File: src/rtl/pdp8ltc08q_pkg.sv
`default_nettype none
// ============================================================================
// Module   : pdp8ltc08q_pkg
// Purpose  : Shared constants and types for the queued TC08 DECtape interface:
//            ARM register indices, status bit positions, the ID constant and
//            the 15-bit command queue entry {B[05:03], A[11:00]}.
// Revision : 1.0 - initial release
// ============================================================================
package pdp8ltc08q_pkg;

  // ARM-side register indices
  localparam logic [1:0] c_reg_id   = 2'd0;
  localparam logic [1:0] c_reg_stat = 2'd1;
  localparam logic [1:0] c_reg_fifo = 2'd2;
  localparam logic [1:0] c_reg_set  = 2'd3;

  // Status bit positions (bit 0 is the LSB)
  localparam int c_bit_go   = 7;   // A: GO
  localparam int c_bit_ie   = 2;   // A: interrupt enable
  localparam int c_bit_err  = 11;  // B: error flag
  localparam int c_bit_tim  = 8;   // B: timing error
  localparam int c_bit_done = 0;   // B: DECtape flag (done)

  localparam logic [15:0] c_id_code = 16'h5443;

  // Queue entry: unit select B[05:03] above a copy of status A
  typedef logic [14:0] qentry_t;

endpackage
`default_nettype wire

File: src/rtl/pdp8ltc08qfifo.sv
`default_nettype none
// ============================================================================
// Module   : pdp8ltc08qfifo
// Purpose  : Synchronous command FIFO of QDEPTH (power of two) entries.
//            A push while full is accepted only if a pop happens in the same
//            cycle; a pop while empty is ignored.
// Ports    : clk_i, rst_i (sync, active-high), clear_i (sync flush),
//            push_i/data_i, pop_i, head_o (oldest entry), count_o,
//            full_o, empty_o.
// Revision : 1.0 - initial release
// ============================================================================
module pdp8ltc08qfifo
  import pdp8ltc08q_pkg::*;
#(
  parameter int QDEPTH = 4
) (
  input  logic                         clk_i,
  input  logic                         rst_i,
  input  logic                         clear_i,
  input  logic                         push_i,
  input  logic                         pop_i,
  input  qentry_t                      data_i,
  output qentry_t                      head_o,
  output logic [$clog2(QDEPTH+1)-1:0]  count_o,
  output logic                         full_o,
  output logic                         empty_o
);

  localparam int c_pw = $clog2(QDEPTH);
  localparam int c_cw = $clog2(QDEPTH+1);

  qentry_t           mem_q [QDEPTH];
  logic [c_pw-1:0]   rd_q, wr_q;
  logic [c_cw-1:0]   cnt_q;
  logic              w_push_ok, w_pop_ok;

  assign full_o    = (cnt_q == c_cw'(QDEPTH));
  assign empty_o   = (cnt_q == '0);
  assign w_pop_ok  = pop_i & ~empty_o;
  // When full, the slot being written is the one being popped this cycle.
  assign w_push_ok = push_i & (~full_o | w_pop_ok);
  assign head_o    = mem_q[rd_q];
  assign count_o   = cnt_q;

  always_ff @(posedge clk_i) begin
    if (w_push_ok) begin
      mem_q[wr_q] <= data_i;
    end
  end

  // Pointers wrap naturally because QDEPTH is a power of two.
  always_ff @(posedge clk_i) begin
    if (rst_i || clear_i) begin
      rd_q  <= '0;
      wr_q  <= '0;
      cnt_q <= '0;
    end else begin
      if (w_push_ok) wr_q <= wr_q + c_pw'(1);
      if (w_pop_ok)  rd_q <= rd_q + c_pw'(1);
      case ({w_push_ok, w_pop_ok})
        2'b10:   cnt_q <= cnt_q + c_cw'(1);
        2'b01:   cnt_q <= cnt_q - c_cw'(1);
        default: cnt_q <= cnt_q;
      endcase
    end
  end

endmodule
`default_nettype wire

File: src/rtl/pdp8ltc08q.sv
`default_nettype none
// ============================================================================
// Module   : pdp8ltc08q
// Purpose  : Queued TC08 DECtape interface. Decodes the status-A (DEVA) and
//            status-B (DEVB) IOT groups, holds status registers A and B and
//            queues every GO command as {B[05:03], A} for the ARM emulator.
//            ARM register 3 writes are set-only so they cannot undo CPU
//            updates made in the same cycle.
// Ports    : CLOCK, RESET (sync, full reset), BINIT (clears all but enable),
//            CSTEP (IOP step qualifier), arm* (ARM register bus, read data
//            combinational), iopstart/iopstop, ioopcode, cputodev (AC),
//            devtocpu, AC_CLEAR, IO_SKIP (registered), INT_RQST (comb).
// Options  : `PDP8LTC08Q_STATS_EN adds GO / overflow counters on register 3.
// Revision : 1.0 - initial release
// ============================================================================
module pdp8ltc08q
  import pdp8ltc08q_pkg::*;
#(
  parameter logic [5:0]  DEVA    = 6'o76,
  parameter logic [5:0]  DEVB    = 6'o77,
  parameter int          QDEPTH  = 4,
  parameter logic [11:0] VERSION = 12'h003
) (
  input  logic        CLOCK,
  input  logic        RESET,
  input  logic        BINIT,
  input  logic        CSTEP,
  input  logic        armwrite,
  input  logic [1:0]  armraddr,
  input  logic [1:0]  armwaddr,
  input  logic [31:0] armwdata,
  output logic [31:0] armrdata,
  input  logic        iopstart,
  input  logic        iopstop,
  input  logic [11:0] ioopcode,
  input  logic [11:0] cputodev,
  output logic [11:0] devtocpu,
  output logic        AC_CLEAR,
  output logic        IO_SKIP,
  output logic        INT_RQST
);

  localparam int c_cw = $clog2(QDEPTH+1);

  logic        enable_q, enable_d;
  logic [11:0] a_q, a_d;
  logic [11:0] b_q, b_d;
  logic [11:0] dtc_q, dtc_d;
  logic        acclr_q, acclr_d;
  logic        skip_q, skip_d;

  logic            w_wr1, w_wr2, w_wr3, w_pop, w_iop, w_stop;
  logic            w_deva, w_devb;
  logic            w_push, w_ovf;
  logic [11:0]     w_new_a;
  qentry_t         w_head;
  logic [c_cw-1:0] w_count;
  logic            w_full, w_empty;
  logic [31:0]     w_stats;
  logic            w_unused_bits;

  assign w_wr1  = armwrite && (armwaddr == c_reg_stat);
  assign w_wr2  = armwrite && (armwaddr == c_reg_fifo);
  assign w_wr3  = armwrite && (armwaddr == c_reg_set);
  assign w_pop  = w_wr2 & armwdata[31];
  // A register-1 write owns A, B and enable this cycle, so the IOP is lost.
  assign w_iop  = CSTEP & iopstart & enable_q & ~w_wr1;
  assign w_stop = CSTEP & iopstop & ~iopstart;
  assign w_deva = (ioopcode[11:9] == 3'o6) && (ioopcode[8:3] == DEVA);
  assign w_devb = (ioopcode[11:9] == 3'o6) && (ioopcode[8:3] == DEVB);

  assign w_unused_bits = ^{armwdata[30:28], armwdata[15:12]};

  always_comb begin
    enable_d = enable_q;
    a_d      = a_q;
    b_d      = b_q;
    dtc_d    = dtc_q;
    acclr_d  = acclr_q;
    skip_d   = skip_q;
    w_push   = 1'b0;
    w_ovf    = 1'b0;
    w_new_a  = (ioopcode[1] ? 12'o0000 : a_q) ^ (cputodev & 12'o7774);

    if (w_wr1) begin
      enable_d = armwdata[31];
      b_d      = armwdata[27:16];
      a_d      = armwdata[11:0];
    end

    if (w_iop) begin
      if (w_deva) begin
        if (ioopcode[0]) dtc_d = a_q;
        if (ioopcode[2]) begin
          a_d     = w_new_a;
          acclr_d = 1'b1;
          if (!cputodev[0]) b_d[c_bit_done] = 1'b0;
          if (!cputodev[1]) b_d[11:8]       = 4'b0000;
          if (w_new_a[c_bit_go]) begin
            // Full queue only accepts the push if the ARM pops this cycle.
            if (w_full && !w_pop) w_ovf  = 1'b1;
            else                  w_push = 1'b1;
          end
        end else if (ioopcode[1]) begin
          a_d = 12'o0000;
        end
      end else if (w_devb) begin
        if (ioopcode[2]) begin
          b_d[5:3] = cputodev[5:3];
          acclr_d  = 1'b1;
        end
        if (ioopcode[1]) dtc_d  = b_q;
        if (ioopcode[0]) skip_d = b_q[c_bit_err] | b_q[c_bit_done];
      end
    end else if (w_stop) begin
      dtc_d   = 12'o0000;
      acclr_d = 1'b0;
      skip_d  = 1'b0;
    end

    // Timing error is raised after the AC-driven clears so it stays visible.
    if (w_ovf) b_d[c_bit_tim] = 1'b1;

    // Set-only ARM update applied last so it beats a same-cycle IOP clear;
    // the unit-select field B[05:03] is never touched by this path.
    if (w_wr3) begin
      b_d[11:6] = b_d[11:6] | armwdata[11:6];
      b_d[2:0]  = b_d[2:0]  | armwdata[2:0];
    end
  end

  always_ff @(posedge CLOCK) begin
    if (RESET) begin
      enable_q <= 1'b0;
      a_q      <= '0;
      b_q      <= '0;
      dtc_q    <= '0;
      acclr_q  <= 1'b0;
      skip_q   <= 1'b0;
    end else if (BINIT) begin
      a_q      <= '0;
      b_q      <= '0;
      dtc_q    <= '0;
      acclr_q  <= 1'b0;
      skip_q   <= 1'b0;
    end else begin
      enable_q <= enable_d;
      a_q      <= a_d;
      b_q      <= b_d;
      dtc_q    <= dtc_d;
      acclr_q  <= acclr_d;
      skip_q   <= skip_d;
    end
  end

  pdp8ltc08qfifo #(
    .QDEPTH (QDEPTH)
  ) u_fifo (
    .clk_i   (CLOCK),
    .rst_i   (RESET),
    .clear_i (BINIT),
    .push_i  (w_push),
    .pop_i   (w_pop),
    .data_i  ({b_q[5:3], w_new_a}),
    .head_o  (w_head),
    .count_o (w_count),
    .full_o  (w_full),
    .empty_o (w_empty)
  );

`ifdef PDP8LTC08Q_STATS_EN
  logic [15:0] gocnt_q;
  logic [11:0] ovfcnt_q;

  always_ff @(posedge CLOCK) begin
    if (RESET || BINIT || (w_wr3 && armwdata[31])) begin
      gocnt_q  <= '0;
      ovfcnt_q <= '0;
    end else begin
      if (w_push) gocnt_q <= gocnt_q + 16'd1;
      if (w_ovf && (ovfcnt_q != 12'hFFF)) ovfcnt_q <= ovfcnt_q + 12'd1;
    end
  end

  assign w_stats = {gocnt_q, 4'b0000, ovfcnt_q};
`else
  assign w_stats = 32'h0000_0000;
`endif

  always_comb begin
    armrdata = 32'h0000_0000;
    case (armraddr)
      c_reg_id:   armrdata = {c_id_code, 4'd1, VERSION};
      c_reg_stat: armrdata = {enable_q, 3'b000, b_q, ~w_empty, 3'b000, a_q};
      c_reg_fifo: armrdata = {~w_empty, 3'b000, 4'(w_count), 9'b0, w_head};
      c_reg_set:  armrdata = w_stats;
      default:    armrdata = 32'h0000_0000;
    endcase
  end

  assign devtocpu = dtc_q;
  assign AC_CLEAR = acclr_q;
  assign IO_SKIP  = skip_q;
  assign INT_RQST = (b_q[c_bit_err] | b_q[c_bit_done]) & a_q[c_bit_ie];

endmodule
`default_nettype wire

File: config.mk
export PLATFORM = sky130hd
export DESIGN_NAME = pdp8ltc08q
export DESIGN_NICKNAME = d
export VERILOG_FILES = /design/src/rtl/pdp8ltc08q_pkg.sv /design/src/rtl/pdp8ltc08qfifo.sv /design/src/rtl/pdp8ltc08q.sv
export SDC_FILE = /design/constraint.sdc
export NUM_CORES = 1
export LEC_CHECK = 0
export CAP_MARGIN = 20
export CORE_ASPECT_RATIO = 1.5
export CORE_MARGIN = 2
export CORE_UTILIZATION = 51
export DETAILED_ROUTE_END_ITERATION = 8
export PLACE_DENSITY = 0.81
export SYNTH_ARGS = -nofsm -noshare
export SYNTH_HDL_FRONTEND = slang
export SYNTH_SLANG_ARGS = --single-unit
File: constraint.sdc
create_clock -name CLOCK -period 3.7 [get_ports CLOCK]
set_input_delay 0.925 -clock CLOCK [delete_from_list [all_inputs] [get_ports CLOCK]]
set_output_delay 0.925 -clock CLOCK [all_outputs]
set_load 0.005 [all_outputs]
# Yosys cells after proc, flatten, opt, wreduce, memory -nomap -nowiden
# Memories as Yosys holds them, arrays and structs flattened. A register that Yosys moved wholly into a read port is not among the register bits.
# Index checks and enable logic that the tools add are counted.
[op_classes] muxes=53 bitwise=19 n_eq_ne=18 add_sub_neg=4 n_reduce_logical=17
[ops] cell="$mux W12" n=13
[ops] cell="$pmux W32 S4" n=1
[ops] cell="$mux W1" n=26
[ops] cell="$mux W4" n=4
[ops] cell="$mux W3" n=5
[ops] cell="$eq A6 B6 Y1 const B" n=2
[ops] cell="$xor A12 B12 Y12" n=1
[ops] cell="$eq A2 B2 Y1 const B" n=5
[ops] cell="$and A1 B1 Y1" n=9
[ops] cell="$reduce_and A4 Y1" n=2
[ops] cell="$eq A2 B1 Y1 const B" n=3
[ops] cell="$eq A3 B3 Y1 const B" n=2
[ops] cell="$logic_and A1 B1 Y1" n=6
[ops] cell="$mux W6" n=1
[ops] cell="$or A6 B6 Y6" n=1
[ops] cell="$pmux W3 S2" n=1
[ops] cell="$not A1 Y1" n=5
[ops] cell="$add A2 B1 Y2 const B" n=2
[ops] cell="$mux W2" n=2
[ops] cell="$ne A2 B2 Y1 const B" n=2
[ops] cell="$reduce_and A2 Y1" n=2
[ops] cell="$reduce_bool A2 Y1" n=2
[ops] cell="$add A3 B1 Y3 const B" n=1
[ops] cell="$logic_not A3 Y1" n=1
[ops] cell="other kinds (11)" n=12
[totals] out_inout_bits=47 mem_count=1 ram_bits=60 in_bits=67 ff_bits=46
[mem_list] name="u_fifo.mem_q" depth=4 width=15 rd=1 rd_ports_with_merged_regs=1 wr=1 line="pdp8ltc08qfifo.sv:32" rtl="qentry_t mem_q [QDEPTH];"

# Logic depth before layout (Yosys ltp)
[logic_depth] depth_word=13 ltp_mapped=11 mapped_depth_nobuf=10

# By module
# From an unflattened synthesis, not the netlist that was laid out.
[unflattened] hier_cells=455 area_unflattened_um2=5272.6
[by_module_without_submodules] mod="pdp8ltc08qfifo" cells_per_inst=148 n_inst=1 seq_area_each_um2=1981.9 area_each_um2=2748.9
[by_module_without_submodules] mod="pdp8ltc08q" cells_per_inst=307 n_inst=1 seq_area_each_um2=780.7 area_each_um2=2523.7

# Worst setup path before layout
# No wires, ideal clock.
[synth_timing] path_type="input -> register" startpoint="input port ioopcode[1]" endpoint="register u_fifo.cnt_q[2], in the netlist u_fifo.count_o[2]" setup_slack_ns=0.762 required_ns=3.629 path_buffers=1 setup_time_ns=0.071 arrival_ns=2.867 path_stages=11 path_cell_list="nor2b_1 > xnor2_1 > and4bb_2 > clkbuf_2 > inv_1 > ha_1 > inv_1 > fa_1 > xor2_1 > or3_1 > a21oi_1"
[synth_between] elab_chain_cells=9 elab_cells_between_ends=11 cone_classes="2 x eq/ne; 6 x mux; 2 x bitwise; 1 x reduce/logical"
[synth_rtl] element="start: declaration" line="pdp8ltc08q.sv:35" rtl="input logic [11:0] ioopcode,"
[synth_rtl] element="$mux W12 (*)" line="pdp8ltc08q.sv:83" rtl="w_new_a = (ioopcode[1] ? 12'o0000 : a_q) ^ (cputodev & 12'o7774);"
[synth_rtl] element="$xor A12 B12 Y12 (*)" line="pdp8ltc08q.sv:83"
[synth_rtl] element="$mux W1 (*)" line="pdp8ltc08q.sv:99" rtl="if (w_new_a[c_bit_go]) begin"
[synth_rtl] element="$mux W1 (*)" line="pdp8ltc08q.sv:94" rtl="if (ioopcode[2]) begin"
[synth_rtl] element="$mux W1 (*)" line="pdp8ltc08q.sv:92" rtl="if (w_deva) begin"
[synth_rtl] element="$mux W1 (*)" line="pdp8ltc08q.sv:91" rtl="if (w_iop) begin"
[synth_rtl] element="$and A1 B1 Y1 (*)" line="pdp8ltc08qfifo.sv:41" rtl="assign w_push_ok = push_i & (~full_o | w_pop_ok);"
[synth_rtl] element="$eq A2 B1 Y1 / $eq A2 B2 Y1 (equally long branches)" line="pdp8ltc08qfifo.sv:60" rtl="case ({w_push_ok, w_pop_ok})"
[synth_rtl] element="$pmux W3 S2 / $reduce_bool A2 Y1 (equally long branches)"
[synth_rtl] element="end signal: assignment" line="pdp8ltc08qfifo.sv:61" rtl="2'b10: cnt_q <= cnt_q + c_cw'(1);"
[synth_rtl] element="end signal: assignment" line="pdp8ltc08qfifo.sv:62" rtl="2'b01: cnt_q <= cnt_q - c_cw'(1);"
[synth_rtl] element="end signal: assignment" line="pdp8ltc08qfifo.sv:63" rtl="default: cnt_q <= cnt_q;"
[synth_rtl] element="end: declaration" line="pdp8ltc08qfifo.sv:34" rtl="logic [c_cw-1:0] cnt_q;"
# Every way passes the cells marked *; elsewhere a longest branch is shown, timed or not.
# A chain may end at the register's enable or synchronous reset.

# Worst setup path after layout
[layout_timing] startpoint="input port armraddr[1]" endpoint="output port armrdata[7]"
[layout_between] elab_chain_cells=2 elab_cells_between_ends=5 cone_classes="3 x eq/ne; 1 x mux; 1 x reduce/logical"
[layout_rtl] element="start: declaration" line="pdp8ltc08q.sv:29" rtl="input logic [1:0] armraddr,"
[layout_rtl] element="$eq A2 B2 Y1, or another cell as far along" line="pdp8ltc08q.sv:192" rtl="case (armraddr)"
[layout_rtl] element="$pmux W32 S4 (*)" line="pdp8ltc08q.sv:192"
[layout_rtl] element="end: declaration" line="pdp8ltc08q.sv:32" rtl="output logic [31:0] armrdata,"
# Every way passes the cells marked *; elsewhere a longest branch is shown, timed or not. The select of a mux whose other input is x is not followed.

==> out/summary.json <==
{
  "run_status": {
    "result_of_the_run": "complete, but fails checks",
    "violated_checks": "design-rule violations"
  },
  "yosys": {
    "asyncSetResetFlopFracSynth_pct": 0,
    "flop_and_latch_count_out_of_synthesis": 108,
    "synth.area.top_cells": "edfxtp_1, dfxtp_1, mux4_2",
    "synth_largest_area_cell": "edfxtp_1",
    "yosys_warnings": 0,
    "mappedNetlistArea_um2": 5109,
    "yosys.cell_types.count": 52,
    "synth-main-ff-cell": "edfxtp_1",
    "synth.top_cell.area_share_pct": 35.27,
    "synth.yosys.seq_area_share_pct": 54.08,
    "syn-num-nets": 493,
    "synth_edf_count": 60,
    "post_synth_inst_count": 420,
    "post_synth.cell_area_avg_um2": 12.16
  },
  "placed_design": {
    "placement.io_buffers": 105,
    "placement.setup.worst_slack_ns": 0.1404,
    "gp_congestion": 0.8861,
    "place.detailed.hpwl_mm": 9.504
  },
  "die": {
    "io-pin-count": 114,
    "fp.coreArea_um2": 9744,
    "die-area_um2": 10850,
    "fp-row-count": 44,
    "floorplan.die.height_um": 126.6,
    "initial_core_utilization_pct": 52.43,
    "die_width_um": 85.72
  },
  "timing": {
    "achievable-frequency_mhz": 282.7,
    "slew_viol_final": 0,
    "tightest_slew_ns": 0.6531,
    "finClkSkew_ns": 0.007183,
    "rsz0062_at_grt": "false",
    "finalWorstPathRequiredPeriod_ns": 3.537,
    "finalHoldViolCount": 0,
    "post_route_fraction_of_the_period_consumed_by_the_critical_path_pct": 95.59,
    "max-slew-margin-rel_pct": 56.14,
    "finalSetupViolations": 0,
    "final_ws_setup_ns": 0.1632,
    "tns_ns": 0
  },
  "critical_path": {
    "worst_setup_path_end_kind": "primary output",
    "critical_path.reg2reg.endpoint": "u_fifo.count_o[2]",
    "worst-endpoint-arrival_ns": 2.61,
    "minimum_setup_slack_among_reg_to_reg_paths_ns": 1.13,
    "timing.critical_path.slowest_cell_delay_ns": 0.51,
    "critical_path_class": "primary input to primary output",
    "r2r-start": "a_q[7]",
    "crit_slowest_cell": "clkdlybuf4s50_1",
    "critical_path_peak_fanout": 12,
    "required_ns": 2.77,
    "rr_worst_depth": 10,
    "critical_path.most_common_cell": "clkdlybuf4s50_1",
    "cp-start-kind": "primary input",
    "cell_by_cell_listing_of_the_critical_path": "clkdlybuf4s50_1 -> nor2b_1 -> buf_4 -> a22o_1 -> clkdlybuf4s50_1"
  },
  "power_and_ir_drop": {
    "power_leakage_nw": 2.211,
    "power-per-cell-area_nw_per_um2": 366.1,
    "vdd_ir_drop_max_v": 0.0002646
  },
  "clocking": {
    "cts_tree": "done",
    "cts-root-to-sink-buffers": 2,
    "cts.root.buffer_cell": "clkbuf_16",
    "clock_pin_transition_on_the_worst_setup_and_hold_timing_paths_ns": 0.07,
    "postCtsSetupRepairBufs": 0,
    "level_count_of_the_clock_h_tree": 3,
    "tritoncts_num_sinks": 108,
    "cts_hold_fix_bufs": 0,
    "cts_made_buffers": 9,
    "clk_latency_ns": 0.35,
    "cts_repair_resize_count": 0
  },
  "global_routing": {
    "grtUsageTotal_pct": 25.48,
    "first_global_vias": 3993,
    "grt_overflow_total": 0,
    "grt_pass1_wl_mm": 20.73,
    "pin_count_of_the_biggest_net_entering_global_routing": 32,
    "grt_antenna_before_repair": 0
  },
  "worst_hold_path": {
    "timing.hold.worst_endpoint": "devtocpu[5]",
    "worst_min_delay_path_class": "flip-flop to flip-flop",
    "hold_start": "devtocpu[5]",
    "hold_depth": 1
  },
  "run": {
    "max-cap-violations": 0
  },
  "routing": {
    "totalWireLength_mm": 13.18,
    "number_of_iterations_in_the_first_detailed_routing_pass": 6,
    "drt_first_iter_violations": 324,
    "wl_per_cell_um": 20.43,
    "drt_drc_violations_left": 6,
    "drt.antenna.violating_nets": 0,
    "routed_via_density": 5.944,
    "vias": 3834
  },
  "layout": {
    "combined_area_of_the_multi_input_logic_cells_um2": 2141,
    "num-fill-cells": 714,
    "antennaDiodeCount": 0,
    "final_layout_size_suffix_gt1_share_pct": 13.58,
    "seqCellArea_um2": 2763,
    "finalNetCount": 598,
    "syn_to_final_growth_pct": 29.44
  }
}
==> critical path: cells and delay by family <==
family / cells / cell delay [ns]
buffers and inverters: 3 / 1.26
AO/OA/AOI/OAI: 1 / 0.18
AND/OR/NAND/NOR: 1 / 0.23
==> layout by cell type, fill, tap and decap left out, drive strengths merged, types with 2 or more instances in the layout <==
master,synthesis,routed
inv,12,13
a21o,2,2
dfxtp,48,48
mux2i,30,30
a22oi,4,4
nand2b,14,14
nand3,3,3
clkdlybuf4s50,0,105
edfxtp,60,60
mux4,15,15
a31oi,2,2
buf,15,20
o21ai,8,8
a22o,10,10
nand2,21,21
and3,2,2
ha,5,5
nor3,5,5
or2,3,3
nor2b,10,10
nor4,15,15
and2,15,15
a211oi,3,3
clkbuf,16,13
nand4,3,3
a21oi,17,17
nand4b,2,2
clkinv,0,2
xor2,3,3
xnor2,12,12
a2bb2oi,11,11
nor2,31,31
a31o,12,12
==> stage by stage <==
stage	hold slack, ns	cell area (um2)	util, %	std cells	power (W)
floorplan	0.4563	5109	-	420	0.001375
finish	0.4908	6613	67.86	645	0.002421
global placement	0.4789	6306	64.71	629	0.001495
global route	0.5198	6613	67.86	645	0.002485
CTS	0.4958	6613	67.86	645	0.002433
detailed placement	0.4792	6306	64.71	629	0.001500
==> synth_stat cells, drive strengths merged, types with 2 or more instances <==
master and instances:
a2bb2oi 11, inv 12, nand2 21, o21ai 8, buf 15, ha 5
nand4b 2, clkbuf 16, a211oi 3, nor3 5, a22oi 4, nor2b 10
xnor2 12, nand2b 14, and2 15, dfxtp 48, nor2 31, nand4 3
a21o 2, xor2 3, a21oi 17, nand3 3, a31oi 2, a31o 12
mux2i 30, or2 3, edfxtp 60, a22o 10, mux4 15, nor4 15
and3 2
==> state kept, by name (all words and copies together), names as in the netlist, 2 cells and up, named ones only <==
| register | flops |
|---|---|
| a_q | 12 |
| u_fifo.count_o | 3 |
| u_fifo.rd_q | 2 |
| b_q | 12 |
| u_fifo.wr_q | 2 |
| u_fifo.mem_q | 60 |
| devtocpu | 12 |
==> layout make-up <==
type / instances / share of cell area, %
multi-input cells: 269 / 32.37
inverters: 12 / 0.6812
well taps: 115 / 2.176
clock buffers: 13 / 4.409
repair buffers: 125 / 18.35
clock inverters: 3 / 0.2271
flip-flops and latches: 108 / 41.78
==> logic make-up (layout without fill, tap and decap cells) <==
kind of cell	Yosys count	count (layout)	synth area share [%]
AO/OA/AOI/OAI	74	74	10.73
XOR/XNOR	15	15	2.572
adder cells (fa/ha/maj)	6	6	1.616
buffers and inverters	43	153	4.016
flip-flops	108	108	54.08
multiplexers	45	45	12.49
other	1	1	0.07340
AND/OR/NAND/NOR	128	128	14.43
==> power by group <==
part	switching (W)	leakage, nW	internal, W
logic	0.0000908	1.11	0.000112
clock network	0.000397	0.155	0.000549
registers	0.00000565	0.945	0.00127
==> per-layer routing <==
layer	track usage, %	part of all wire, %
met1	30.01	37
met5	0	0
met3	4.945	6.9
met2	43.34	51
met4	13.91	4.6
==> worst max-delay path by stage <==
stage                        endpoint         from  cells past startpoint
floorplan           u_fifo.count_o[2]  ioopcode[1]                     11
global placement          armrdata[3]  armraddr[0]                      5
detailed placement  u_fifo.count_o[2]  armwaddr[0]                     11
CTS                       armrdata[7]  armraddr[1]                      5
global route             armrdata[15]  armraddr[0]                      5
finish                    armrdata[7]  armraddr[1]                      5
Power figures use the tool's default switching activity.
